$ cat src/rtl/spi_txn_arbiter.sv
// spi_txn_arbiter
//   Two-port round-robin arbiter and transaction sequencer in front of a
//   CPOL=1/CPHA=1 SPI byte engine. A granted requester streams len+1 bytes
//   through the engine while spi_ena stays high, which keeps chip-select low
//   for the whole transaction. Each received byte is routed back to the owner.
//
// Ports
//   clk, arst               system clock, asynchronous active-high reset
//   reqN_valid/len/msb_lsb  request from port N (len = byte count - 1)
//   reqN_tx_data            head of port N's show-ahead TX queue
//   reqN_ready/tx_pop       request accepted / TX head consumed (pulses)
//   reqN_rx_data/rx_valid   last received byte / update pulse
//   reqN_done               transaction finished, CS released (pulse)
//   busy, owner             sequencer active / granted port
//   spi_*                   connection to the SPI byte engine
module spi_txn_arbiter (
  input  logic       clk,
  input  logic       arst,
  input  logic       req0_valid,
  input  logic [3:0] req0_len,
  input  logic       req0_msb_lsb,
  input  logic [7:0] req0_tx_data,
  output logic       req0_ready,
  output logic       req0_tx_pop,
  output logic [7:0] req0_rx_data,
  output logic       req0_rx_valid,
  output logic       req0_done,
  input  logic       req1_valid,
  input  logic [3:0] req1_len,
  input  logic       req1_msb_lsb,
  input  logic [7:0] req1_tx_data,
  output logic       req1_ready,
  output logic       req1_tx_pop,
  output logic [7:0] req1_rx_data,
  output logic       req1_rx_valid,
  output logic       req1_done,
  output logic       busy,
  output logic       owner,
  output logic       spi_ena,
  output logic [7:0] spi_byte_2_send,
  output logic       spi_msb_lsb,
  input  logic       spi_end_trans,
  input  logic [7:0] spi_byte_received
);

  localparam logic [1:0] StIdle = 2'd0;
  localparam logic [1:0] StRun  = 2'd1;
  localparam logic [1:0] StDone = 2'd2;

  logic [1:0]      state_q, state_d;
  logic [3:0]      remaining_q, remaining_d;
  logic            owner_q, owner_d;
  logic            last_q, last_d;
  logic [7:0]      byte_q, byte_d;
  logic            msb_q, msb_d;
  logic            ena_q;
  logic [1:0][7:0] rx_data_q, rx_data_d;
  logic [1:0]      rx_valid_q, rx_valid_d;

  logic [1:0] valid;
  logic [1:0] ready;
  logic [1:0] pop;
  logic [1:0] done;
  logic       grant;
  logic       grant_idx;
  logic       capture;
  logic       advance;
  logic [7:0] owner_tx_data;

  always_comb begin
    valid = {req1_valid, req0_valid};
    // Gated by arst so no requester sees an acceptance that reset discards.
    grant = (state_q == StIdle) && (valid != 2'b00) && !arst;
    // On contention the port that did not win last time gets the grant.
    grant_idx = (valid == 2'b11) ? ~last_q : valid[1];
    // end_trans outside RUN is ignored entirely.
    capture = (state_q == StRun) && spi_end_trans;
    advance = capture && (remaining_q != 4'd0);
    owner_tx_data = owner_q ? req1_tx_data : req0_tx_data;

    ready = '0;
    pop   = '0;
    done  = '0;
    if (grant) begin
      ready[grant_idx] = 1'b1;
      pop[grant_idx]   = 1'b1;
    end
    if (advance) begin
      pop[owner_q] = 1'b1;
    end
    if (state_q == StDone) begin
      done[owner_q] = 1'b1;
    end

    state_d     = state_q;
    remaining_d = remaining_q;
    owner_d     = owner_q;
    last_d      = last_q;
    byte_d      = byte_q;
    msb_d       = msb_q;
    rx_data_d   = rx_data_q;
    rx_valid_d  = '0;

    case (state_q)
      StIdle: begin
        if (grant) begin
          state_d     = StRun;
          byte_d      = grant_idx ? req1_tx_data : req0_tx_data;
          msb_d       = grant_idx ? req1_msb_lsb : req0_msb_lsb;
          remaining_d = grant_idx ? req1_len : req0_len;
          owner_d     = grant_idx;
          last_d      = grant_idx;
        end
      end
      StRun: begin
        if (capture) begin
          // Sample now: the engine clears its RX register once enable drops.
          rx_data_d[owner_q]  = spi_byte_received;
          rx_valid_d[owner_q] = 1'b1;
          if (remaining_q == 4'd0) begin
            state_d = StDone;
          end else begin
            remaining_d = remaining_q - 4'd1;
            byte_d      = owner_tx_data;
          end
        end
      end
      StDone: begin
        state_d = StIdle;
      end
      default: begin
        state_d = StIdle;
      end
    endcase
  end

  always_ff @(posedge clk or posedge arst) begin
    if (arst) begin
      state_q     <= StIdle;
      remaining_q <= 4'd0;
      owner_q     <= 1'b0;
      last_q      <= 1'b0;
      byte_q      <= 8'd0;
      msb_q       <= 1'b0;
      ena_q       <= 1'b0;
      rx_data_q   <= '0;
      rx_valid_q  <= '0;
    end else begin
      state_q     <= state_d;
      remaining_q <= remaining_d;
      owner_q     <= owner_d;
      last_q      <= last_d;
      byte_q      <= byte_d;
      msb_q       <= msb_d;
      // Registered copy of "next state is RUN": stays high between bytes.
      ena_q       <= (state_d == StRun);
      rx_data_q   <= rx_data_d;
      rx_valid_q  <= rx_valid_d;
    end
  end

  assign req0_ready      = ready[0];
  assign req1_ready      = ready[1];
  assign req0_tx_pop     = pop[0];
  assign req1_tx_pop     = pop[1];
  assign req0_rx_data    = rx_data_q[0];
  assign req1_rx_data    = rx_data_q[1];
  assign req0_rx_valid   = rx_valid_q[0];
  assign req1_rx_valid   = rx_valid_q[1];
  assign req0_done       = done[0];
  assign req1_done       = done[1];
  assign busy            = (state_q != StIdle);
  assign owner           = owner_q;
  assign spi_ena         = ena_q;
  assign spi_byte_2_send = byte_q;
  assign spi_msb_lsb     = msb_q;

endmodule
$ cat config.mk
export PLATFORM = sky130hd
export DESIGN_NAME = spi_txn_arbiter
export DESIGN_NICKNAME = d
export VERILOG_FILES = /design/src/rtl/spi_txn_arbiter.sv
export SDC_FILE = /design/constraint.sdc
export NUM_CORES = 1
export LEC_CHECK = 0
export ABC_CLOCK_PERIOD_IN_PS = 3030
export BUFFER_PORTS_ARGS = -buffer_cell sky130_fd_sc_hd__buf_4
export CORE_MARGIN = 2
export CORE_UTILIZATION = 49
export CTS_BUF_LIST = sky130_fd_sc_hd__clkbuf_2
export DETAILED_ROUTE_END_ITERATION = 7
export GPL_ROUTABILITY_DRIVEN = 1
export PLACE_DENSITY_LB_ADDON = 0.12
export SYNTH_ARGS = -nofsm -noshare
export SYNTH_HDL_FRONTEND = slang
export SYNTH_SLANG_ARGS = --single-unit
$ cat constraint.sdc
create_clock -name clk -period 3.03 [get_ports clk]
set_input_delay 0 -clock clk [delete_from_list [all_inputs] [get_ports clk]]
set_output_delay 0 -clock clk [all_outputs]
set_load 0.1 [all_outputs]
After elaboration in Yosys (flattened, before gate mapping)
Index checks and enable logic that the tools add are counted.
Widths: inputs -> output; s select.
{"block": "word_totals", "register_bits": 35, "in_bits": 39, "out_inout_bits": 36, "elab_cells": 68}
{"block": "op_classes", "add_sub_neg": 1, "magnitude_cmp": 4, "eq_ne": 7, "n_mux": 29, "n_bitwise": 2, "reduce_logical": 16}
{"cell": "$mux 8", "count": 6}
{"cell": "$bwmux 16", "count": 1}
{"cell": "$mux 2", "count": 8}
{"cell": "$mux 4", "count": 4}
{"cell": "$pmux 8 s2", "count": 1}
{"cell": "$demux 8 s1", "count": 1}
{"cell": "$pmux 4 s2", "count": 1}
{"cell": "$logic_and 1x1->1", "count": 6}
{"cell": "$ne 2x2->1 const B", "count": 3}
{"cell": "$reduce_bool 2->1", "count": 3}
{"cell": "$eq 2x1->1 const B", "count": 2}
{"cell": "$eq 2x2->1 const B", "count": 2}
{"cell": "$logic_not 4->1", "count": 1}
{"cell": "$lt 1x2->1 const B", "count": 2}
{"cell": "$mux 1", "count": 4}
{"cell": "$pmux 2 s2", "count": 1}
{"cell": "$reduce_and 2->1", "count": 2}
{"cell": "$reduce_and 4->1", "count": 1}
{"cell": "$reduce_bool 4->1", "count": 1}
{"cell": "$sub 4x1->4 const B", "count": 1}
{"cell": "$demux 1 s1", "count": 2}
{"cell": "$ge 1x1->1 const B", "count": 2}
{"cell": "$logic_not 2->1", "count": 1}
{"cell": "$or 2x2->2", "count": 1}
{"cell": "other kinds (2)", "count": 2}

Depth between registers and ports, before layout
{"block": "depth", "word_depth": 9, "mapped_depth": 7, "depth_no_buf": 6}

Worst setup path after synthesis
No wires, ideal clock.
{"block": "synth_timing", "kind": "register to output", "from": "reg last_q", "to": "out req1_tx_pop", "arrival_ps": 3488, "required_time_ps": 3030, "slack_ps": -458, "stages_incl_launch_ff": 5, "n_path_buf": 1, "cell_sequence": "dfrtp_1 > buf_6 > a21boi_4 > nor2b_1 > a21o_1"}
{"block": "synth_via", "elab_chain_len": 9, "elab_cells_between_ends": 15, "classes_between": "order compare (4); mux (7); bitwise (2); reduce/logical (2)"}
{"item": "from (decl)", "line_no": "53", "rtl": "logic last_q, last_d;"}
{"item": "from (signal assigned)", "line_no": "152", "rtl": "last_q <= last_d;"}
{"item": "$not 1->1 (*)", "line_no": "75", "rtl": "grant_idx = (valid == 2'b11) ? ~last_q : valid[1];"}
{"item": "$mux 1 (*)", "line_no": "75"}
{"item": "$lt 1x2->1 / $ge 1x1->1 (equally long branches)"}
{"item": "$logic_and 1x1->1"}
{"item": "$mux 1"}
{"item": "$demux 1 s1 (*)"}
{"item": "$mux 2 (*)"}
{"item": "via req1_ready", "line_no": "32", "rtl": "output logic req1_ready,"}
{"item": "$or 2x2->2 (no source line)"}
{"item": "$mux 2 (*)", "line_no": "88", "rtl": "if (advance) begin"}
{"item": "to (decl)", "line_no": "33", "rtl": "output logic req1_tx_pop,"}
The timed path passes the listed nets; every way through them passes the cells marked *.

Final worst setup path
{"block": "layout_timing", "from": "reg state_q[1]", "to": "reg byte_q[7] (netlist: spi_byte_2_send[7])"}
{"block": "layout_via", "elab_chain_len": 5, "elab_cells_between_ends": 11, "classes_between": "eq/ne (4); mux (1); reduce/logical (6)"}
{"item": "from (decl)", "line_no": "50", "rtl": "logic [1:0] state_q, state_d;"}
{"item": "from (signal assigned)", "line_no": "139", "rtl": "state_q <= StIdle;"}
{"item": "from (signal assigned)", "line_no": "149", "rtl": "state_q <= state_d;"}
{"item": "$logic_not 2->1", "line_no": "73, 104"}
{"item": "$logic_and 1x1->1 (2 in a row)", "line_no": "73", "rtl": "grant = (state_q == StIdle) && (valid != 2'b00) && !arst;"}
{"item": "$ne 2x2->1 (no source line)"}
{"item": "$reduce_and 4->1 (no source line)"}
{"item": "to (signal assigned)", "line_no": "153", "rtl": "byte_q <= byte_d;"}
{"item": "to (decl)", "line_no": "54", "rtl": "logic [7:0] byte_q, byte_d;"}
Parallel ways exist; a longest one is shown, timed or not.
A chain may end at the register's enable or synchronous reset.

==> flow_metrics.env <==
export IMPL_status="complete, no violations"
export IMPL_critical_path_required_ps=3310
export IMPL_finish_utilization_pct=79.9
export IMPL_min_period_over_period_pct=85.1
export IMPL_syn_area_mm2=0.00175
export IMPL_ys_warn_count=0
export IMPL_antenna_found_initial=0
export IMPL_holdPathStages=4
export IMPL_register_area_um2=876
export IMPL_clk_path_buf_depth=2
export IMPL_clkTransAtPathRegs_ps=190
export IMPL_nets=276
export IMPL_yosys_top_cells_area="dfrtp_1 50%, mux2_2 12%, mux2_4 6.9%"
export IMPL_place_congestion=0.762
export IMPL_critical_path_max_stage_delay_ps=600
export IMPL_drv_slew=0
export IMPL_avgSynthCellArea_um2=13.4
export IMPL_grt_max_degree=36
export IMPL_cts_made_buffers=5
export IMPL_die_area_mm2=0.00407
export IMPL_syn2layout_area_growth_pct=54.6
export IMPL_ios=75
export IMPL_vias_per_cell=5.02
export IMPL_globalRouteTotalUtil_pct=23.0
export IMPL_rsz0062_at_grt="false"
export IMPL_r2r_start="state_q[1]"
export IMPL_port_buffers=74
export IMPL_synth_seq_cells=35
export IMPL_ys_seq_area_share_pct=50.0
export IMPL_dp_hpwl_um=2780
export IMPL_fp_coreArea_mm2=0.00339
export IMPL_slowest_stage="dlygate4sd3_1"
export IMPL_synth_cell_types=37
export IMPL_drc_errors=0
export IMPL_cp_top_family="multiplexers"
export IMPL_grt_pass1_vias=1499
export IMPL_std_cell_rows=21
export IMPL_wl_um=4270
export IMPL_hold_violations=0
export IMPL_path_class="flop to flop"
export IMPL_wl_per_cell_um=15.1
export IMPL_reg2reg_depth=5
export IMPL_drive_above_1_share_pct=51.5
export IMPL_r2r_end="spi_byte_2_send[7]"
export IMPL_netlist_instances=131
export IMPL_drt_iter0_drc=65
export IMPL_ant_nets=0
export IMPL_fin_crit_ps=2580
export IMPL_antenna_cells=0
export IMPL_cp_num_buf_inv=1
export IMPL_htreeDepth=2
export IMPL_cp_start_kind="flop"
export IMPL_drv_cap=0
export IMPL_initial_core_util_pct=51.7
export IMPL_final_setup_tns_ps=0
export IMPL_hold_end="remaining_q[2]"
export IMPL_fmax_ghz=0.388
export IMPL_synth_nets=171
export IMPL_multiInputGateArea_um2=826
export IMPL_path_cells="nand2b_1 > mux2i_4 > mux2_1 > dlygate4sd3_1 > mux2_4"
export IMPL_yosysTopAreaCellShare_pct=50.0
export IMPL_cts_num_sinks=35
export IMPL_worst_r2r_setup_slack_ps=450
export IMPL_cts_tree="done"
export IMPL_fillers=206
export IMPL_die_height_um=63.8
export IMPL_grt_overflow=0
export IMPL_min_from="req0_len[2]"
export IMPL_worst_pin_slew_ps=729
export IMPL_die_x_um=63.8
export IMPL_skew_ps=21.3
export IMPL_firstDrtPassIters=4
export IMPL_max_slew_margin_rel_pct=51.4
export IMPL_cts_root_buf="clkbuf_2"
export IMPL_postCtsSetupRepairBufs=0
export IMPL_vias=1421
export IMPL_worstPathArrival_ps=2860
export IMPL_grt_pass1_wl_um=7090
export IMPL_synth_top_area_cell="dfrtp_1"
export IMPL_hold_path_class="input port to flop"
export IMPL_crit_fanout=8
export IMPL_end_kind="flop"
export IMPL_finalSetupViolCount=0
export IMPL_clock_latency_ps=380
==> final cells by class <==
type	instances	area share (%)
clock buffers	6	1.11
clock inverters	2	2.22
inverters	4	0.555
multi-input cells	87	30.5
flip-flops and latches	35	32.3
well taps	46	2.13
repair buffers	103	31.1
==> worst min-delay path: cells and delay by family <==
kind | cells | cell delay (ps)
muxes | 2 | 190
AOI/OAI and AO/OA | 1 | 130
buffers and inverters | 1 | 70
==> synthesized netlist by cell type (all sizes together) <==
| master | number |
|---|---|
| or3b | 1 |
| and3b | 1 |
| ha | 1 |
| o211ai | 1 |
| o22ai | 1 |
| nand3 | 2 |
| or2 | 2 |
| buf | 4 |
| a21oi | 3 |
| a21o | 4 |
| and2b | 1 |
| inv | 4 |
| nand2b | 3 |
| mux2 | 35 |
| nor3 | 2 |
| mux2i | 5 |
| nand2 | 7 |
| nor2b | 1 |
| dfrtp | 35 |
| a2111oi | 1 |
| or3 | 1 |
| a2bb2oi | 2 |
| a21boi | 1 |
| o21ai | 2 |
| nor3b | 2 |
| nor2 | 7 |
| clkbuf | 1 |
| a31oi | 1 |
==> worst max-delay path by stage <==
stage                   startpoint                 end  slack [ps]  cells after the start
floorplan                   last_q         req1_tx_pop          70                      4
global placement    remaining_q[0]  spi_byte_2_send[0]        1040                      6
detailed placement  remaining_q[0]  spi_byte_2_send[1]         990                      6
CTS                     state_q[0]  spi_byte_2_send[2]         520                      5
global route            state_q[0]  spi_byte_2_send[7]         290                      5
finish                  state_q[1]  spi_byte_2_send[7]         450                      5
==> what timing repair did <==
| action | CTS | global route |
|---|---|---|
| hold endpoints to repair | 64 | 0 |
| hold buffers | 28 | 0 |
| resized for setup | 0 | 0 |
==> registers in the layout (all words and copies together), names as in the netlist <==
register,flops
remaining_q,4
spi_ena,1
req0_rx_data,8
state_q,2
spi_msb_lsb,1
spi_byte_2_send,8
rx_valid_q,2
req1_rx_data,8
last_q,1
==> layout by cell type, fill, tap and decap left out, types with 2 or more instances in the layout <==
cell | netlist | layout
nand2b_1 | 3 | 3
a21o_1 | 4 | 4
clkbuf_2 | 0 | 6
nor2_1 | 5 | 4
mux2_4 | 8 | 8
bufinv_16 | 0 | 2
dfrtp_1 | 35 | 35
buf_4 | 1 | 75
nor2_2 | 1 | 2
inv_1 | 4 | 4
mux2i_1 | 4 | 4
a21oi_1 | 3 | 3
o21ai_0 | 2 | 2
mux2_1 | 8 | 8
nand2_1 | 7 | 7
mux2_2 | 19 | 19
nor3_1 | 2 | 2
dlygate4sd3_1 | 0 | 28
==> logic make-up (layout without fill, tap and decap cells) <==
kind of cell	after synthesis	in the layout	synth area share, %
mux	40	40	27.8
flops	35	35	50.0
simple gates	30	30	10.2
compound gates	16	16	7.86
buf+inv	9	115	3.43
fa+ha+maj	1	1	0.714
==> metrics by stage <==
stage               cells  setup slack, ps  instance area, um^2  hold WS [ps]
floorplan             131             71.2                 1760           151
global placement      247             1040                 2340           133
detailed placement    247              985                 2340           138
CTS                   283              522                 2710          29.9
global route          283              291                 2710          72.7
finish                283              452                 2710          57.1
==> layer usage <==
layer	wire, um	part of all wire (%)	GRT usage, %	vias to the layer above
met5	0	0	0	-
met4	62	1.5	7.34	0
met3	212	5.0	5.99	8
met2	2290	54	41.3	44
met1	1710	40	26.5	698
li1	-	-	-	671
Power is left out: the tool's default activity adds up to more than one toggle a clock period on the data nets, which glitch-free logic cannot reach.
